**src/rtl/des_pkg.sv**
```systemverilog
// rtl/des_pkg.sv - DES tables, S-box contents and round-engine state encoding
package des_pkg;

    localparam int NUM_ROUNDS = 16;

    typedef enum logic [1:0] {
        IDLE  = 2'd0,
        ROUND = 2'd1,
        DONE  = 2'd2
    } state_t;

    // Entry i names the DES (1-based) source bit of output bit i, counted from the MSB.
    // The helper functions turn those into MSB-first vector indices.
    localparam int IP_TBL [64] = '{
        58, 50, 42, 34, 26, 18, 10, 2,  60, 52, 44, 36, 28, 20, 12, 4,
        62, 54, 46, 38, 30, 22, 14, 6,  64, 56, 48, 40, 32, 24, 16, 8,
        57, 49, 41, 33, 25, 17,  9, 1,  59, 51, 43, 35, 27, 19, 11, 3,
        61, 53, 45, 37, 29, 21, 13, 5,  63, 55, 47, 39, 31, 23, 15, 7};

    localparam int FP_TBL [64] = '{
        40, 8, 48, 16, 56, 24, 64, 32,  39, 7, 47, 15, 55, 23, 63, 31,
        38, 6, 46, 14, 54, 22, 62, 30,  37, 5, 45, 13, 53, 21, 61, 29,
        36, 4, 44, 12, 52, 20, 60, 28,  35, 3, 43, 11, 51, 19, 59, 27,
        34, 2, 42, 10, 50, 18, 58, 26,  33, 1, 41,  9, 49, 17, 57, 25};

    localparam int E_TBL [48] = '{
        32,  1,  2,  3,  4,  5,   4,  5,  6,  7,  8,  9,
         8,  9, 10, 11, 12, 13,  12, 13, 14, 15, 16, 17,
        16, 17, 18, 19, 20, 21,  20, 21, 22, 23, 24, 25,
        24, 25, 26, 27, 28, 29,  28, 29, 30, 31, 32,  1};

    localparam int P_TBL [32] = '{
        16,  7, 20, 21, 29, 12, 28, 17,   1, 15, 23, 26,  5, 18, 31, 10,
         2,  8, 24, 14, 32, 27,  3,  9,  19, 13, 30,  6, 22, 11,  4, 25};

    // One 256-bit word per S-box: 64 nibbles, row-major, entry 0 in the top nibble.
    localparam logic [255:0] SBOX [8] = '{
        256'hE4D12FB83A6C5907_0F74E2D1A6CB9538_41E8D62BFC973A50_FC8249175B3EA06D,
        256'hF18E6B34972DC05A_3D47F28EC01A69B5_0E7BA4D158C6932F_D8A13F42B67C05E9,
        256'hA09E63F51DC7B428_D709346A285ECBF1_D6498F30B12C5AE7_1AD069874FE3B52C,
        256'h7DE3069A1285BC4F_D8B56F03472C1AE9_A690CB7DF13E5284_3F06A1D8945BC72E,
        256'h2C417AB6853FD0E9_EB2C47D150FA3986_421BAD78F9C5630E_B8C71E2D6F09A453,
        256'hC1AF92680D34E75B_AF427C9561DE0B38_9EF528C3704A1DB6_432C95FABE17608D,
        256'h4B2EF08D3C975A61_D0B7491AE35C2F86_14BDC37EAF680592_6BD814A7950FE23C,
        256'hD2846FB1A93E50C7_1FD8A374C56B0E92_7B419CE206ADF358_21E74A8DFC90356B};

    function automatic logic [63:0] ip_perm(input logic [63:0] x);
        logic [63:0] y;
        y = '0;
        for (int i = 0; i < 64; i++) y[6'(63 - i)] = x[6'(64 - IP_TBL[i])];
        return y;
    endfunction

    function automatic logic [63:0] fp_perm(input logic [63:0] x);
        logic [63:0] y;
        y = '0;
        for (int i = 0; i < 64; i++) y[6'(63 - i)] = x[6'(64 - FP_TBL[i])];
        return y;
    endfunction

    function automatic logic [47:0] e_expand(input logic [31:0] x);
        logic [47:0] y;
        y = '0;
        for (int i = 0; i < 48; i++) y[6'(47 - i)] = x[5'(32 - E_TBL[i])];
        return y;
    endfunction

    function automatic logic [31:0] p_perm(input logic [31:0] x);
        logic [31:0] y;
        y = '0;
        for (int i = 0; i < 32; i++) y[5'(31 - i)] = x[5'(32 - P_TBL[i])];
        return y;
    endfunction

    // Row comes from the outer bits {b5,b0}, column from b4..b1.
    function automatic logic [3:0] sbox_lookup(input logic [2:0] n, input logic [5:0] b);
        logic [5:0] idx;
        logic [7:0] msb;
        idx = {b[5], b[0], b[4:1]};
        msb = 8'd255 - {idx, 2'b00};
        return SBOX[n][msb -: 4];
    endfunction

endpackage

```
**src/rtl/des_f.sv**
```systemverilog
// rtl/des_f.sv - DES round function f(R, K): expansion, key mix, S-boxes, P
module des_f import des_pkg::*; (
    input  logic [31:0] r_i,
    input  logic [47:0] sk_i,
    output logic [31:0] f_o
);

    logic [47:0] x;
    logic [31:0] s;

    assign x = e_expand(r_i) ^ sk_i;

    // Group k of the mixed word feeds S-box k; S1 output lands in the top nibble.
    des_sbox1 u_s1 (.b_i(x[47:42]), .s_o(s[31:28]));
    des_sbox2 u_s2 (.b_i(x[41:36]), .s_o(s[27:24]));
    des_sbox3 u_s3 (.b_i(x[35:30]), .s_o(s[23:20]));
    des_sbox4 u_s4 (.b_i(x[29:24]), .s_o(s[19:16]));
    des_sbox5 u_s5 (.b_i(x[23:18]), .s_o(s[15:12]));
    des_sbox6 u_s6 (.b_i(x[17:12]), .s_o(s[11:8]));
    des_sbox7 u_s7 (.b_i(x[11:6]),  .s_o(s[7:4]));
    des_sbox8 u_s8 (.b_i(x[5:0]),   .s_o(s[3:0]));

    assign f_o = p_perm(s);

endmodule

```
**src/rtl/des_sbox.sv**
```systemverilog
// rtl/des_sbox.sv - the eight DES S-box lookups
module des_sbox1 import des_pkg::*; (input logic [5:0] b_i, output logic [3:0] s_o);
    assign s_o = sbox_lookup(3'd0, b_i);
endmodule

module des_sbox2 import des_pkg::*; (input logic [5:0] b_i, output logic [3:0] s_o);
    assign s_o = sbox_lookup(3'd1, b_i);
endmodule

module des_sbox3 import des_pkg::*; (input logic [5:0] b_i, output logic [3:0] s_o);
    assign s_o = sbox_lookup(3'd2, b_i);
endmodule

module des_sbox4 import des_pkg::*; (input logic [5:0] b_i, output logic [3:0] s_o);
    assign s_o = sbox_lookup(3'd3, b_i);
endmodule

module des_sbox5 import des_pkg::*; (input logic [5:0] b_i, output logic [3:0] s_o);
    assign s_o = sbox_lookup(3'd4, b_i);
endmodule

module des_sbox6 import des_pkg::*; (input logic [5:0] b_i, output logic [3:0] s_o);
    assign s_o = sbox_lookup(3'd5, b_i);
endmodule

module des_sbox7 import des_pkg::*; (input logic [5:0] b_i, output logic [3:0] s_o);
    assign s_o = sbox_lookup(3'd6, b_i);
endmodule

module des_sbox8 import des_pkg::*; (input logic [5:0] b_i, output logic [3:0] s_o);
    assign s_o = sbox_lookup(3'd7, b_i);
endmodule

```
**src/rtl/des_round_engine.sv**
```systemverilog
// rtl/des_round_engine.sv - iterative DES engine, one Feistel round per clock
module des_round_engine import des_pkg::*; #(
    parameter bit HOLD_DOUT = 1'b1
) (
    input  logic        clk_i,
    input  logic        rst_i,
    input  logic        din_vld_i,
    output logic        din_rdy_o,
    input  logic [63:0] din_i,
    input  logic        dec_i,
    output logic [3:0]  sk_idx_o,
    input  logic [47:0] sk_i,
    output logic        dout_vld_o,
    input  logic        dout_rdy_i,
    output logic [63:0] dout_o,
    output logic        busy_o
);

    state_t      state_q;
    logic [3:0]  cnt_q;
    logic [31:0] l_q, r_q, l_d, r_d;
    logic        dec_q;
    logic [63:0] dout_q;
    logic        dout_vld_q;
    logic [31:0] f;
    logic [63:0] ip_din;
    logic        last;

    des_f u_f (.r_i(r_q), .sk_i(sk_i), .f_o(f));

    assign l_d    = r_q;
    assign r_d    = l_q ^ f;
    assign ip_din = ip_perm(din_i);
    assign last   = (cnt_q == 4'(NUM_ROUNDS - 1));

    // A block may enter while the previous result is being handed off, so DONE is also ready.
    assign din_rdy_o  = (state_q == IDLE) || (state_q == DONE && dout_rdy_i);
    assign sk_idx_o   = (state_q == ROUND) ? (dec_q ? 4'd15 - cnt_q : cnt_q) : 4'd0;
    assign busy_o     = (state_q == ROUND) || (state_q == DONE);
    assign dout_o     = dout_q;
    assign dout_vld_o = dout_vld_q;

    // Handshake FSM, round counter and L/R datapath registers
    always_ff @(posedge clk_i or posedge rst_i) begin
        if (rst_i) begin
            state_q    <= IDLE;
            cnt_q      <= 4'd0;
            l_q        <= 32'd0;
            r_q        <= 32'd0;
            dec_q      <= 1'b0;
            dout_q     <= 64'd0;
            dout_vld_q <= 1'b0;
        end else begin
            case (state_q)
                IDLE: begin
                    if (din_vld_i) begin
                        {l_q, r_q} <= ip_din;
                        dec_q      <= dec_i;
                        cnt_q      <= 4'd0;
                        state_q    <= ROUND;
                    end
                end
                ROUND: begin
                    l_q <= l_d;
                    r_q <= r_d;
                    if (last) begin
                        // The final round skips the swap, hence {L ^ f, R}.
                        dout_q     <= fp_perm({r_d, r_q});
                        dout_vld_q <= 1'b1;
                        state_q    <= DONE;
                    end else begin
                        cnt_q <= cnt_q + 4'd1;
                    end
                end
                DONE: begin
                    if (dout_rdy_i) begin
                        dout_vld_q <= 1'b0;
                        if (!HOLD_DOUT) dout_q <= 64'd0;
                        if (din_vld_i) begin
                            {l_q, r_q} <= ip_din;
                            dec_q      <= dec_i;
                            cnt_q      <= 4'd0;
                            state_q    <= ROUND;
                        end else begin
                            state_q <= IDLE;
                        end
                    end
                end
                default: state_q <= IDLE;
            endcase
        end
    end

endmodule

```
**config.mk**
```make
export PLATFORM = sky130hd
export DESIGN_NAME = des_round_engine
export DESIGN_NICKNAME = d
export VERILOG_FILES = /design/src/rtl/des_pkg.sv /design/src/rtl/des_f.sv /design/src/rtl/des_sbox.sv /design/src/rtl/des_round_engine.sv
export SDC_FILE = /design/constraint.sdc
export NUM_CORES = 1
export LEC_CHECK = 0
export BUFFER_PORTS_ARGS = -buffer_cell sky130_fd_sc_hd__buf_2
export CORE_MARGIN = 2
export CORE_UTILIZATION = 52
export CTS_CLUSTER_DIAMETER = 200
export CTS_CLUSTER_SIZE = 24
export DETAILED_ROUTE_END_ITERATION = 8
export PLACE_DENSITY = 0.87
export REMOVE_ABC_BUFFERS = 1
export SLEW_MARGIN = 25
export SYNTH_ARGS = -nofsm -noshare
export SYNTH_HDL_FRONTEND = slang
export SYNTH_SLANG_ARGS = --single-unit
```
**constraint.sdc**
```tcl
create_clock -name clk_i -period 6.68 [get_ports clk_i]
set_input_delay 1.336 -clock clk_i [delete_from_list [all_inputs] [get_ports clk_i]]
set_output_delay 1.336 -clock clk_i [all_outputs]
set_load 0.02 [all_outputs]
```
==> results.cfg <==
[clock_tree]
h-tree-depth = 3
clock_latency_ps = 350
ctsResizeCount = 0
hold_buffers = 0
clock-sinks = 59
cts-root-buf = clkbuf_8
tritoncts = yes
post_cts_buffers = 0
cts.clk_slew.worst_paths_ps = 70
cts_buffer_depth = 2
cts_inserted_buffers = 9

[placement]
place_ws_ps = 2910
dpl_cell_area_mm2 = 0.00451
dp_hpwl_um = 6560
gp_congestion = 0.861
placed_cells = 624
port_buffers = 65

[worst_setup_path]
worstSetupPathType = in -> reg
end_kind = flop
required_ps = 6920
path_cells = buf_2, xnor2_2, inv_1, ha_1, mux4_2, nor2_1, a31oi_1, o41a_1, o311ai_0
cp.depth = 9
crit_buf_inv = 2
slowest_stage = mux4_2
rr_worst_depth = 8
worstSetupStartpointType = primary input
critPathMaxFanout = 11
slowest_delay_ps = 500
arrival_ps = 3690
crit_family = multiplexers

[layout]
drive_gt1_frac = 0.215
area_delta_synth_final_pct = 9.28
final_cell_count_no_fill = 640
finalInstanceArea_mm2 = 0.00468
nNetsFinal = 671
num_antenna_cells = 0

[run]
cap_violations = 0

[synthesis]
synth.area.mux_share = 0.113
syn_avg_cell_area_um2 = 9.10
synth_cells = 471
synth-simple-area-share = 0.151
synth_fa_ha_area_frac = 0.0701
synth_area_leaders = dfrtp_1 34%, buf_4 8.4%, ha_1 7.0%, nand2_1 5.9%, mux2_2 5.0%
synth-seq-cells = 59
synthMostInstantiatedCell = nand2_1
synth-main-ff-cell = dfrtp_1
ys_types = 54
ys_seq_area_frac = 0.344
synth_edf_count = 0
synth_compound_area_frac = 0.121
synthArstFlopShare = 1.00
synth_commonest_cells = 67 x nand2_1, 59 x dfrtp_1, 48 x buf_4, 30 x o21ai_0, 25 x nand3_1
syn-cell-area_mm2 = 0.00429
synth_top_family_by_area = simple AND/OR/NAND/NOR gates
synth_top_area_frac = 0.344
ys_warn_count = 0
synth_xor_area_frac = 0.0785
synth_top_area_cell = dfrtp_1

[global_route]
antenna_found_initial = 0
grt_usage = 0.209
grt_overflow = 0
grt_pass1_wl_um = 14900
grt_pass1_vias = 3212
grt_max_degree = 60

[power]
cellPowerDensity_mw_per_mm2 = 390
max-vdd-ir-drop_uv = 343
leakage_nw = 2.39
total_power_mw = 1.83

[sta]
clock_skew_ps = 11.9
post-route-period-util = 0.517
fin_crit_ps = 3450
fmax_ghz = 0.290
relSlewSlack = 0.402
worst-slew-pin-transition_ps = 897
finalSetupTns_ps = 0
setup_ws_ps = 3230
report.final.slew_viol_count = 0
hold_viol = 0
rsz0062_at_grt = false
final-setup-viol-count = 0

[outcome]
outcome = complete, no violations

[hold_path]
min_path_type = reg -> reg
worstHoldPathCells = 2

[die]
start_util = 0.530
core_mm2 = 0.00809
die_area_mm2 = 0.00899
io_pins = 188
die_w_um = 94.8
fp-row-count = 33
fp.dieH_um = 94.8

[routing]
drt_pass1_iterations = 5
drc_errors = 0
wl_per_cell_um = 14.3
drt-initial-drc-count = 153
ant_nets = 0
totalWireLength_um = 9150
viasPerCell = 5.38
via_count = 3445
[state kept, by name, indices dropped and copies added (netlist names)]
name	count
dec_q	1
cnt_q	4
l_q	15
dout_vld_o	1
dout_o	16
l_d	20
state_q	2
[kinds of logic after synthesis]
group,Yosys count
simple gates,145
buf+inv,87
compound gates,81
flops,59
mux,42
xor+xnor,32
fa+ha+maj,24
other cells,1
[metrics by stage]
stage,utilization,hold slack (ps)
6_report,0.579,475
5_1_grt,0.579,498
4_1_cts,0.578,479
3_5_place_dp,0.557,463
2_1_floorplan,-,438
3_3_place_gp,0.557,450
[tightest hold or removal path: cells and delay by family, from the launching register on]
kind	cells	cell delay, ps
flops	1	350
simple gates	2	100
[final cells by class]
type	instances	area, um2
inverter	20	75.1
timing repair buffer	68	348
fill	736	3410
clock buffer	10	128
clock inverter	6	41.3
tap	105	131
multi-input combinational	372	2480
sequential	59	1480
[final timing paths]
check	start	endpoint	slack, ps
worst max-delay path	sk_i[8]	l_d[0]$_DFFE_PP0P_	3230
worst min-delay path	l_q[20]$_DFFE_PP0P_	l_q[20]$_DFFE_PP0P_	480
worst max register to register	l_d[5]$_DFFE_PP0P_	l_d[0]$_DFFE_PP0P_	3840
worst min register to register	l_q[20]$_DFFE_PP0P_	l_q[20]$_DFFE_PP0P_	480
max in group asynchronous	rst_i	l_q[31]$_DFFE_PP0P_	4990
min in group asynchronous	rst_i	dec_q$_DFFE_PP0P_	1200
[layer usage]
metal | part of all wire | vias up | global-route usage | routed length, um
li1 | - | 1647 | - | -
met1 | 0.41 | 1648 | 0.251 | 3780
met2 | 0.51 | 135 | 0.367 | 4690
met3 | 0.060 | 15 | 0.0391 | 545
met4 | 0.014 | 0 | 0.0857 | 130
met5 | 0 | - | 0 | 0
[cells in the final DEF, fill, tap and decap left out, drive strengths merged, types with 7 or more instances in the layout]
cell type / netlist / routed
mux2: 20 / 20
ha: 24 / 24
mux2i: 19 / 19
nand3: 25 / 25
inv: 19 / 20
nand2: 67 / 67
xor2: 11 / 11
xnor2: 21 / 21
nor3: 11 / 11
and3: 7 / 7
o21ai: 32 / 32
nor2: 20 / 20
conb: 1 / 48
a21oi: 13 / 13
dfrtp: 59 / 59
clkbuf: 13 / 10
buf: 54 / 68
[power breakdown]
group	leakage [nW]	switching, mW	internal [mW]
Sequential	0.782	0.117	0.464
Clock	0.0787	0.148	0.134
Combinational	1.53	0.583	0.383
Total	2.39	0.848	0.981
Power figures use the tool's default switching activity.
